`src/rtl/bus_source_sequencer_pkg.sv`:
```
// Shared definitions for the common-bus source sequencer: source indices,
// FSM state encoding and default widths.
package bus_source_sequencer_pkg;

  localparam int DEF_BITS      = 16;
  localparam int DEF_ADDR_BITS = 12;

  localparam int SRC_ZERO = 0;
  localparam int SRC_AR   = 1;
  localparam int SRC_PC   = 2;
  localparam int SRC_DR   = 3;
  localparam int SRC_AC   = 4;
  localparam int SRC_IR   = 5;
  localparam int SRC_TR   = 6;
  localparam int SRC_MEM  = 7;

  typedef enum logic [0:0] {
    ST_IDLE     = 1'b0,
    ST_WAIT_MEM = 1'b1
  } state_t;

endpackage

```
`src/rtl/bus_src_extract.sv`:
```
// Combinational source selector: picks source `sel` from the flattened source
// vector, zero-extending narrow (address-class) sources to the full bus width.
module bus_src_extract
  import bus_source_sequencer_pkg::*;
#(
  parameter int          BITS      = DEF_BITS,
  parameter int          ADDR_BITS = DEF_ADDR_BITS,
  parameter int          NSRC      = 8,
  parameter int          SEL_W     = 3,
  parameter logic [31:0] NARROW    = 32'h06
) (
  input  logic [SEL_W-1:0]     sel,
  input  logic [NSRC*BITS-1:0] src_data,
  output logic [BITS-1:0]      value
);

  // Source 0 and out-of-range selects fall through to the zero default.
  always_comb begin
    value = '0;
    for (int i = 1; i < NSRC; i++) begin
      if (sel == SEL_W'(i)) begin
        value = NARROW[i] ? BITS'(src_data[i*BITS +: ADDR_BITS])
                          : src_data[i*BITS +: BITS];
      end
    end
  end

  // Source 0 and the upper bits of narrow sources are deliberately ignored.
  logic unused_src_bits;
  assign unused_src_bits = ^src_data;

endmodule

```
`src/rtl/bus_source_sequencer.sv`:
```
// Registered common-bus source sequencer with request handshake, wait-stated
// memory source, illegal-select error and memory read timeout.
module bus_source_sequencer
  import bus_source_sequencer_pkg::*;
#(
  parameter int          BITS      = DEF_BITS,
  parameter int          ADDR_BITS = DEF_ADDR_BITS,
  parameter int          NSRC      = 8,
  parameter int          SEL_W     = 3,
  parameter logic [31:0] NARROW    = 32'h06,
  parameter int          MEM_SRC   = SRC_MEM,
  parameter int          TIMEOUT   = 15
) (
  input  logic                 clk,
  input  logic                 rst,
  input  logic                 req_valid,
  input  logic [SEL_W-1:0]     req_sel,
  output logic                 req_ready,
  input  logic [NSRC*BITS-1:0] src_data,
  output logic                 mem_rd_req,
  input  logic                 mem_rd_ack,
  output logic [BITS-1:0]      bus,
  output logic                 bus_valid,
  output logic [SEL_W-1:0]     bus_src,
  output logic                 bus_err
);

  state_t           state, state_nxt;
  logic [7:0]       cnt, cnt_nxt;
  logic [BITS-1:0]  bus_nxt;
  logic [SEL_W-1:0] bus_src_nxt;
  logic             bus_valid_nxt, bus_err_nxt, mem_rd_req_nxt;
  logic [SEL_W-1:0] ext_sel;
  logic [BITS-1:0]  ext_value;
  logic             accept;

  assign req_ready = (state == ST_IDLE);
  assign accept    = req_valid & req_ready;

  // While waiting on memory the extractor is steered to the memory source.
  assign ext_sel = (state == ST_WAIT_MEM) ? SEL_W'(MEM_SRC) : req_sel;

  bus_src_extract #(
    .BITS      (BITS),
    .ADDR_BITS (ADDR_BITS),
    .NSRC      (NSRC),
    .SEL_W     (SEL_W),
    .NARROW    (NARROW)
  ) u_extract (
    .sel      (ext_sel),
    .src_data (src_data),
    .value    (ext_value)
  );

  always_comb begin
    state_nxt      = state;
    cnt_nxt        = cnt;
    bus_nxt        = bus;
    bus_src_nxt    = bus_src;
    bus_valid_nxt  = 1'b0;
    bus_err_nxt    = 1'b0;
    mem_rd_req_nxt = mem_rd_req;
    unique case (state)
      ST_IDLE: begin
        if (accept) begin
          if (int'(req_sel) >= NSRC) begin
            bus_err_nxt = 1'b1;
          end else if (req_sel == SEL_W'(MEM_SRC)) begin
            mem_rd_req_nxt = 1'b1;
            cnt_nxt        = '0;
            state_nxt      = ST_WAIT_MEM;
          end else begin
            bus_nxt       = ext_value;
            bus_src_nxt   = req_sel;
            bus_valid_nxt = 1'b1;
          end
        end
      end
      ST_WAIT_MEM: begin
        // An ack on the timeout-boundary cycle still completes the read.
        if (mem_rd_ack) begin
          bus_nxt        = ext_value;
          bus_src_nxt    = SEL_W'(MEM_SRC);
          bus_valid_nxt  = 1'b1;
          mem_rd_req_nxt = 1'b0;
          state_nxt      = ST_IDLE;
        end else if (cnt == 8'(TIMEOUT - 1)) begin
          bus_err_nxt    = 1'b1;
          mem_rd_req_nxt = 1'b0;
          state_nxt      = ST_IDLE;
        end else begin
          cnt_nxt = cnt + 8'd1;
        end
      end
      default: state_nxt = ST_IDLE;
    endcase
  end

  always_ff @(posedge clk or posedge rst) begin
    if (rst) begin
      state      <= ST_IDLE;
      cnt        <= '0;
      bus        <= '0;
      bus_src    <= '0;
      bus_valid  <= 1'b0;
      bus_err    <= 1'b0;
      mem_rd_req <= 1'b0;
    end else begin
      state      <= state_nxt;
      cnt        <= cnt_nxt;
      bus        <= bus_nxt;
      bus_src    <= bus_src_nxt;
      bus_valid  <= bus_valid_nxt;
      bus_err    <= bus_err_nxt;
      mem_rd_req <= mem_rd_req_nxt;
    end
  end

endmodule
```
`config.mk`:
```
export PLATFORM = sky130hd
export DESIGN_NAME = bus_source_sequencer
export DESIGN_NICKNAME = d
export VERILOG_FILES = /design/src/rtl/bus_source_sequencer_pkg.sv /design/src/rtl/bus_src_extract.sv /design/src/rtl/bus_source_sequencer.sv
export SDC_FILE = /design/constraint.sdc
export NUM_CORES = 1
export LEC_CHECK = 0
export ABC_AREA = 1
export CORE_ASPECT_RATIO = 0.75
export CORE_UTILIZATION = 40
export CTS_CLUSTER_DIAMETER = 50
export DETAILED_ROUTE_END_ITERATION = 6
export GPL_TIMING_DRIVEN = 1
export PLACE_DENSITY = 0.89
export SKIP_LAST_GASP = 1
export SLEW_MARGIN = 20
export SYNTH_ARGS = -nofsm -noshare
export SYNTH_HDL_FRONTEND = slang
export SYNTH_HIERARCHICAL = 1
export SYNTH_SLANG_ARGS = --single-unit
```
`constraint.sdc`:
```
create_clock -name clk -period 4.2 [get_ports clk]
set_clock_uncertainty 0.05 [all_clocks]
set_input_delay 0.84 -clock clk [delete_from_list [all_inputs] [get_ports clk]]
set_output_delay 0.84 -clock clk [all_outputs]
set_load 0.01 [all_outputs]
```
==> impl_results.md, run 1 <==
- Die outline area: 6780 um2
- Worst EP arrival: 3170 ps
- Number of sinks handled by clock tree synthesis: 31
- Number of synthesized flops with an enable pin: 0
- Cell with the largest stage delay on the worst path: sky130_fd_sc_hd__or2_2
- Largest stage delay, worst path: 630 ps
- Post-cts hold buffer count: 0
- Maximum clock rate: 0.327 GHz
- Total global-route track usage: 0.274
- Number of vias per cell after detailed routing: 5.17
- Maximum level of the CTS H-tree: 2
- Number of I/O port buffers: 133
- Vias: approximately 3200
- Setup-violating endpoint count in the final report: 0
- Seq cells post-synth: 31
- Synth area leaders: sky130_fd_sc_hd__dfrtp_1 (30%), sky130_fd_sc_hd__nand2_1 (25%), sky130_fd_sc_hd__nand3_1 (6.0%), sky130_fd_sc_hd__nand4_1 (5.8%), sky130_fd_sc_hd__nor2_1 (5.7%)
- Clock latency on the worst-skew pair: approximately 270 ps
- Most instantiated flip-flop cell in the synthesis netlist: sky130_fd_sc_hd__dfrtp_1
- Critical Path End Type: flop
- Library cell with the largest summed area after synthesis: sky130_fd_sc_hd__dfrtp_1
- CTS tree: done
- Maximum buffer depth of the clock tree: 2
- Wire length per cell after detailed routing: roughly 15 um
- Synthesized netlist cell count: ~420
- Filler instances: 539
- Kind of launch point of the worst setup path: input pin
- Fin nets: about 680
- Share of Yosys cell area claimed by the top area cell type: 0.300
- Max-cap violations: 0
- Cell-by-cell listing of the critical path: clkdlybuf4s50_1 > or2_2 > clkinv_1 > o21ai_0 > nor2_1 > nor2_1 > o21ai_1 > nand2_1 > nand2_1
- Wire length of the first global-routing pass: 14.6 mm
- Kind of critical path: in -> reg
- Async SR Flop Fraction: 1.00
- Clock Tree Root: sky130_fd_sc_hd__clkbuf_8
- Final total power: 1.01 mW
- Total negative setup slack: 0 ps
- Remaining max-slew budget at the tightest pin: 0.508
- Mean cell area of the mapped netlist: 6.19 um2
- Remaining global-route overflow: 0
- Unrepaired setup endpoints after global routing: false
- Count of antenna-violating nets left after detailed routing: 0
- Static Leakage: approximately 1.9 nW
- Via count of the first global-routing pass: 3086
- Result of the run: completed
- # IOs: 158
- Syn nets: ~550
- Gpl congestion: 0.918
- Reported net switching power: 0.324 mW
- Starting utilization of the core area: 0.430
- Number of core rows: 24
- Final-report max-slew violation count: 0
- Initial DRC Count: 226
- Final cycle utilization of the critical path: 0.727
- Buffers inserted during post-CTS setup optimization: 0
- Proportion of power drawn by flip-flops and latches: 0.366
- Area of the placeable core: 6010 um2
- DP Cell Count: 611
- Final Routed Wirelength: 8.98 mm
- Clock share of power: 0.229
- Height of the die: 71.6 um
- Transition time at the pin with the least slew margin: 738 ps
- Sequential area share after synthesis: 0.300
- Layout-stage area growth over the synthesis result: 53.6%
- Switching power as a share of total power: 0.321
- Yosys warning count: 6
- Type of the tightest min-delay check: reg -> reg
- Cell variety after synth: 31
- Initial antenna violation count: 0
- Final standard cell count with taps included and fillers excluded: 618
- Post-cts repair resize count: 0
- Layout cells sized above 1: 0.0444
- Post-route DRC: 0
- Max IR drop VDD: 154 uV
- Total count of hold-check failures in the final report: 0
- # diodes: 0
- DIE WIDTH: between 90 and 100 um
- TritonCTS Buffers: 5
- Number of iterations in the first detailed-routing pass: 4
- Final Critical Period: 3060 ps
- Crit path max fanout: 37
- HPWL after detailed placement: 6.71 mm
- Worst EP required: 4310 ps
- Largest net degree at the start of global routing: 39
- Minimum setup slack among reg-to-reg paths: 1780 ps
- Power per cell area: 255 nW/um2
- Cell internal power dissipation: 0.687 mW
- Part of the total power dissipated in combinational logic: 0.405
- Total standard cell area after synthesis: 2580 um2
- Clock-pin slew of the registers on the worst-case setup and hold paths: approximately 60 ps
-- final timing paths --
path,start,endpoint,cells past startpoint
min in group asynchronous,rst,bus[10],3
setup reg to reg,state,bus[0],12
hold / removal,bus[14],bus[14],2
max in group asynchronous,rst,cnt[4],3
setup / recovery,req_sel[1],bus[5],9
hold reg to reg,bus[14],bus[14],2
-- state kept, by name, indices dropped and copies added (netlist names) --
register    flops
bus_valid       1
state           1
cnt             8
bus_src         3
bus_err         1
bus            16
mem_rd_req      1
-- power groups by stage --
stage / clock, mW / combinational (mW) / sequential, mW
after floorplan: 0 / 0.175 / 0.389
after global placement: 0 / 0.399 / 0.373
after detailed placement: 0 / 0.409 / 0.374
after CTS: 0.236 / 0.411 / 0.370
after global routing: 0.250 / 0.450 / 0.376
final: 0.231 / 0.410 / 0.371
-- critical path, delay by kind of cell --
family | cells | cell delay (ps)
compound gates | 2 | 380
buf+inv | 2 | 1020
simple gates | 5 | 910
-- per-layer routing --
layer  vias to the layer above  track usage  part of all wire
met4                         0        0.111             0.034
met2                       138        0.467              0.46
li1                       1575            -                 -
met5                         -            0                 0
met1                      1450        0.337              0.43
met3                        30       0.0605             0.077
-- cells by family after synthesis --
logic type,share of synthesized area
compound gates,0.0717
xor+xnor,0.00339
fa+ha+maj,0.00969
buf+inv,0.125
flops,0.300
simple gates,0.489
-- cell usage after synthesis, types with 2 or more instances --
cell type,n
sky130_fd_sc_hd__dfrtp_1,31
sky130_fd_sc_hd__nand2_1,171
sky130_fd_sc_hd__ha_1,2
sky130_fd_sc_hd__a21oi_1,8
sky130_fd_sc_hd__o21ai_0,18
sky130_fd_sc_hd__o21ai_1,5
sky130_fd_sc_hd__buf_2,7
sky130_fd_sc_hd__nor2_1,39
sky130_fd_sc_hd__nor3b_1,2
sky130_fd_sc_hd__buf_4,8
sky130_fd_sc_hd__inv_2,3
sky130_fd_sc_hd__nand3_1,31
sky130_fd_sc_hd__nand3b_1,8
sky130_fd_sc_hd__nand2_2,4
sky130_fd_sc_hd__buf_6,4
sky130_fd_sc_hd__nand4_1,24
sky130_fd_sc_hd__inv_1,38
-- placed cells by master (no fill, tap or decap), drive strengths merged, types with 3 or more instances in the layout --
cell             n
clkdlybuf4s50  133
buf              3
nand4           25
o21ai           24
nand2          175
a21oi            8
nand3b           8
inv             42
dfrtp           31
clkbuf           6
nand3           32
nor2            41
-- cell type report --
cell class	instances	area [um2]	share of cell area
Inverter	43	169	0.0426
Multi-Input combinational cell	323	1480	0.374
Timing Repair Buffer	136	1350	0.341
Sequential cell	31	776	0.196
Clock inverter	1	5.00	0.00126
Tap cell	78	97.6	0.0246
Clock buffer	6	82.6	0.0208
-- per-stage QoR --
| step | hold slack (ps) | cell area, um2 | setup WS, ps | utilization |
|---|---|---|---|---|
| floorplan | 450 | 2580 | 2100 | - |
| global placement | 404 | 3880 | 978 | 0.646 |
| detailed placement | 409 | 3880 | 905 | 0.646 |
| CTS | 423 | 3970 | 1180 | 0.660 |
| global route | 434 | 3970 | 975 | 0.660 |
| finish | 424 | 3970 | 1140 | 0.660 |
Power figures use the tool's default switching activity.
==> inputs of run 2 (changes only) <==
--- a/config.mk
+++ b/config.mk
@@ -7,11 +7,11 @@
 export LEC_CHECK = 0
 export ABC_AREA = 1
 export CORE_ASPECT_RATIO = 0.75
-export CORE_UTILIZATION = 40
+export CORE_UTILIZATION = 38
 export CTS_CLUSTER_DIAMETER = 50
 export DETAILED_ROUTE_END_ITERATION = 6
 export GPL_TIMING_DRIVEN = 1
-export PLACE_DENSITY = 0.89
+export PLACE_DENSITY = 0.85
 export SKIP_LAST_GASP = 1
 export SLEW_MARGIN = 20
 export SYNTH_ARGS = -nofsm -noshare
==> constraint.sdc (replaced) <==
create_clock -name clk -period 3.1 [get_ports clk]
set_clock_uncertainty 0.05 [all_clocks]
set_input_delay 0.62 -clock clk [delete_from_list [all_inputs] [get_ports clk]]
set_output_delay 0.62 -clock clk [all_outputs]
set_load 0.01 [all_outputs]
==> run 2 against run 1 <==
Compared with the run above: worst setup slack got worse by 460 ps; clock power is 35% higher; final cell count rose by 1.5%; combinational power up 38%; critical path type unchanged; largest cell class unchanged; highest routed layer unchanged.
==> impl_results.md, run 2 (synthesis results as in run 1) <==
- Worst setup startpoint: req_sel[2] (was req_sel[1])
- Fin nets: 682 (was 677)
- Post-cts hold buffer count: 0 (unchanged)
- Crit path max fanout: 23 (was 37)
- Pre-CTS setup slack: 413 ps (was 905 ps)
- Number of sinks handled by clock tree synthesis: 31 (unchanged)
- Cell-by-cell listing of the critical path: clkdlybuf4s50_1 > inv_1 > nand2_1 > inv_8 > buf_4 > nand3_1 > o21ai_0 > o21ai_1 > nand3_1 > nand2_1 > nand2_1 (was clkdlybuf4s50_1 > or2_2 > clkinv_1 > o21ai_0 > nor2_1 > nor2_1 > o21ai_1 > nand2_1 > nand2_1)
- Final Critical Period: 2410 ps
- Worst EP required: 3270 ps (was 4310 ps)
- Initial antenna violation count: 0 (unchanged)
- Number of iterations in the first detailed-routing pass: 5 (was 4)
- Power per cell area: 342 nW/um2 (was 255 nW/um2)
- Kind of critical path: in -> reg (unchanged)
- Starting utilization of the core area: 0.401 (was 0.430)
- Number of I/O port buffers: 133 (unchanged)
- Total count of hold-check failures in the final report: 0 (unchanged)
- Largest stage delay, worst path: 480 ps (was 630 ps)
- Gpl congestion: 0.868 (was 0.918)
- Initial DRC Count: 171 (was 226)
- Final-report max-slew violation count: 0 (unchanged)
- Final core area utilization: 0.624 (was 0.660)
- Minimum setup slack among reg-to-reg paths: 780 ps (was 1780 ps)
- Endpoint of the worst register-to-register path: bus[12] (was bus[0])
- DIE WIDTH: 97.2 um (was 94.8 um)
- Height of the die: 73.4 um (was 71.6 um)
- Type of the tightest min-delay check: reg -> reg (unchanged)
- # IOs: 158 (unchanged)
- Switching power as a share of total power: 0.331 (was 0.321)
- Transition time at the pin with the least slew margin: 476 ps (was 738 ps)
- Part of the total power dissipated in combinational logic: 0.411 (was 0.405)
- Most common library cell in the layout ignoring fill and taps: sky130_fd_sc_hd__nand2_1 (unchanged)
- Max IR drop VDD: 177 uV (was 154 uV)
- Layout-stage area growth over the synthesis result: 55.7% (was 53.6%)
- Register name with the most flops: bus (unchanged)
- CP delay by family, top: buffers and inverters (unchanged)
- Clock latency on the worst-skew pair: 280 ps (was 270 ps)
- Maximum level of the CTS H-tree: 2 (unchanged)
- Clock Tree Root: sky130_fd_sc_hd__clkbuf_8 (unchanged)
- Unrepaired setup endpoints after global routing: false (unchanged)
- Number of core rows: 25 (was 24)
- Critical Path End Type: flop (unchanged)
- Remaining global-route overflow: 0 (unchanged)
- Critical Path End: bus[12] (was bus[5])
- Post-layout worst setup margin: 686 ps (was 1140 ps)
- Cell internal power dissipation: 0.921 mW (was 0.687 mW)
- Die outline area: 7130 um2 (was 6780 um2)
- Area of the placeable core: 6440 um2 (was 6010 um2)
- Maximum clock rate: 0.414 GHz
- Critical register-to-register path startpoint: state (unchanged)
- Wire length of the first global-routing pass: 14.0 mm (was 14.6 mm)
- Total global-route track usage: 0.244 (was 0.274)
- Buffering stage count on the worst path with inverters included: 4 (was 2)
- CTS tree: done (unchanged)
- Post-cts repair resize count: 0 (unchanged)
- # diodes: 0 (unchanged)
- Proportion of power drawn by flip-flops and latches: 0.363 (was 0.366)
- Worst EP arrival: 2580 ps (was 3170 ps)
- Result of the run: completed (unchanged)
- Remaining max-slew budget at the tightest pin: 0.683 (was 0.508)
- Layout cells sized above 1: 0.0549 (was 0.0444)
- DP Cell Count: 619 (was 611)
- Final cycle utilization of the critical path: 0.779
- Largest register FFs: 16 (unchanged)
- Wire length per cell after detailed routing: 14.0 um (was 14.5 um)
- Most used cell along the critical path: sky130_fd_sc_hd__nand2_1
- Via count of the first global-routing pass: 2957 (was 3086)
- Kind of launch point of the worst setup path: input pin (unchanged)
- Area of all placed cells without fillers: 4020 um2 (was 3970 um2)
- Reg2reg path depth: 10 (was 12)
- Regs by FF count: bus x16, cnt x8, bus_src x3 (unchanged)
- Max-cap violations: 0 (unchanged)
- Number of vias per cell after detailed routing: 5.10 (was 5.17)
- Setup-violating endpoint count in the final report: 0 (unchanged)
- Maximum buffer depth of the clock tree: 2 (unchanged)
- Vias: 3200 (was 3193)
- Post-route DRC: 0 (unchanged)
- Count of cell instances traversed by the critical path: 11 (was 9)
- Count of antenna-violating nets left after detailed routing: 0 (unchanged)
- Total cell area at the placement stage: 3930 um2 (was 3880 um2)
- HPWL after detailed placement: 6.84 mm (was 6.71 mm)
- Most frequent cells in the layout: sky130_fd_sc_hd__nand2_1 (171), sky130_fd_sc_hd__clkdlybuf4s50_1 (133), sky130_fd_sc_hd__nor2_1 (39), sky130_fd_sc_hd__inv_1 (38) (unchanged)
- Largest net degree at the start of global routing: 40 (was 39)
- Total negative setup slack: 0 ps (unchanged)
- Reported net switching power: 0.455 mW (was 0.324 mW)
- Final standard cell count with taps included and fillers excluded: 627 (was 618)
- Final Routed Wirelength: 8.79 mm (was 8.98 mm)
- Clock share of power: 0.226 (was 0.229)
- Cell with the largest stage delay on the worst path: sky130_fd_sc_hd__clkdlybuf4s50_1 (was sky130_fd_sc_hd__or2_2)
- Buffers inserted during post-CTS setup optimization: 0 (unchanged)
- Static Leakage: 1.94 nW (was 1.92 nW)
- Clock-pin slew of the registers on the worst-case setup and hold paths: 70 ps (was 60 ps)
- TritonCTS Buffers: 5 (unchanged)
[run 2: worst min path at each step]
| stage | startpoint | cells after the start | end |
|---|---|---|---|
| CTS | bus[15] | 2 | bus[15] |
| floorplan | cnt[7] | 2 | cnt[7] |
| global placement | bus[12] | 2 | bus[12] |
| finish | bus[8] | 2 | bus[8] |
| detailed placement | bus[15] | 2 | bus[15] |
| global route | bus[15] | 2 | bus[15] |
[run 2: worst register-to-register path, delay by kind of cell (launching register included)]
| family | cells | cell delay (ps) |
|---|---|---|
| buf+inv | 3 | 710 |
| simple gates | 5 | 700 |
| flops | 1 | 430 |
| compound gates | 2 | 370 |
[run 2: metrics by stage]
| step | total power, mW | hold WS, ps |
|---|---|---|
| floorplan | 0.765 | 450 |
| CTS | 1.39 | 424 |
| detailed placement | 1.07 | 409 |
| global placement | 1.06 | 407 |
| global route | 1.47 | 441 |
| finish | 1.38 | 422 |
[run 2: area by class of cell]
class / instances / area (um2)
clock inverter: 3 / 20.0
fill: 590 / 2420
tap: 81 / 101
multi-input combinational: 323 / 1480
timing repair buffer: 141 / 1400
clock buffer: 5 / 68.8
inverter: 43 / 169
sequential: 31 / 776
[run 2: power by group through the flow]
stage | Sequential [mW] | Clock [mW] | Combinational [mW]
3_3_place_gp | 0.506 | 0 | 0.551
4_1_cts | 0.500 | 0.318 | 0.568
6_report | 0.500 | 0.311 | 0.565
2_1_floorplan | 0.527 | 0 | 0.237
3_5_place_dp | 0.506 | 0 | 0.565
5_1_grt | 0.508 | 0.341 | 0.617
[run 2: routing by layer]
layer / global-route usage / part of all wire / vias to the layer above / routed length [um]
li1: - / - / 1583 / -
met1: 0.305 / 0.44 / 1491 / 3840
met2: 0.438 / 0.48 / 108 / 4230
met3: 0.0390 / 0.057 / 18 / 502
met4: 0.0779 / 0.024 / 0 / 214
met5: 0 / 0 / - / 0
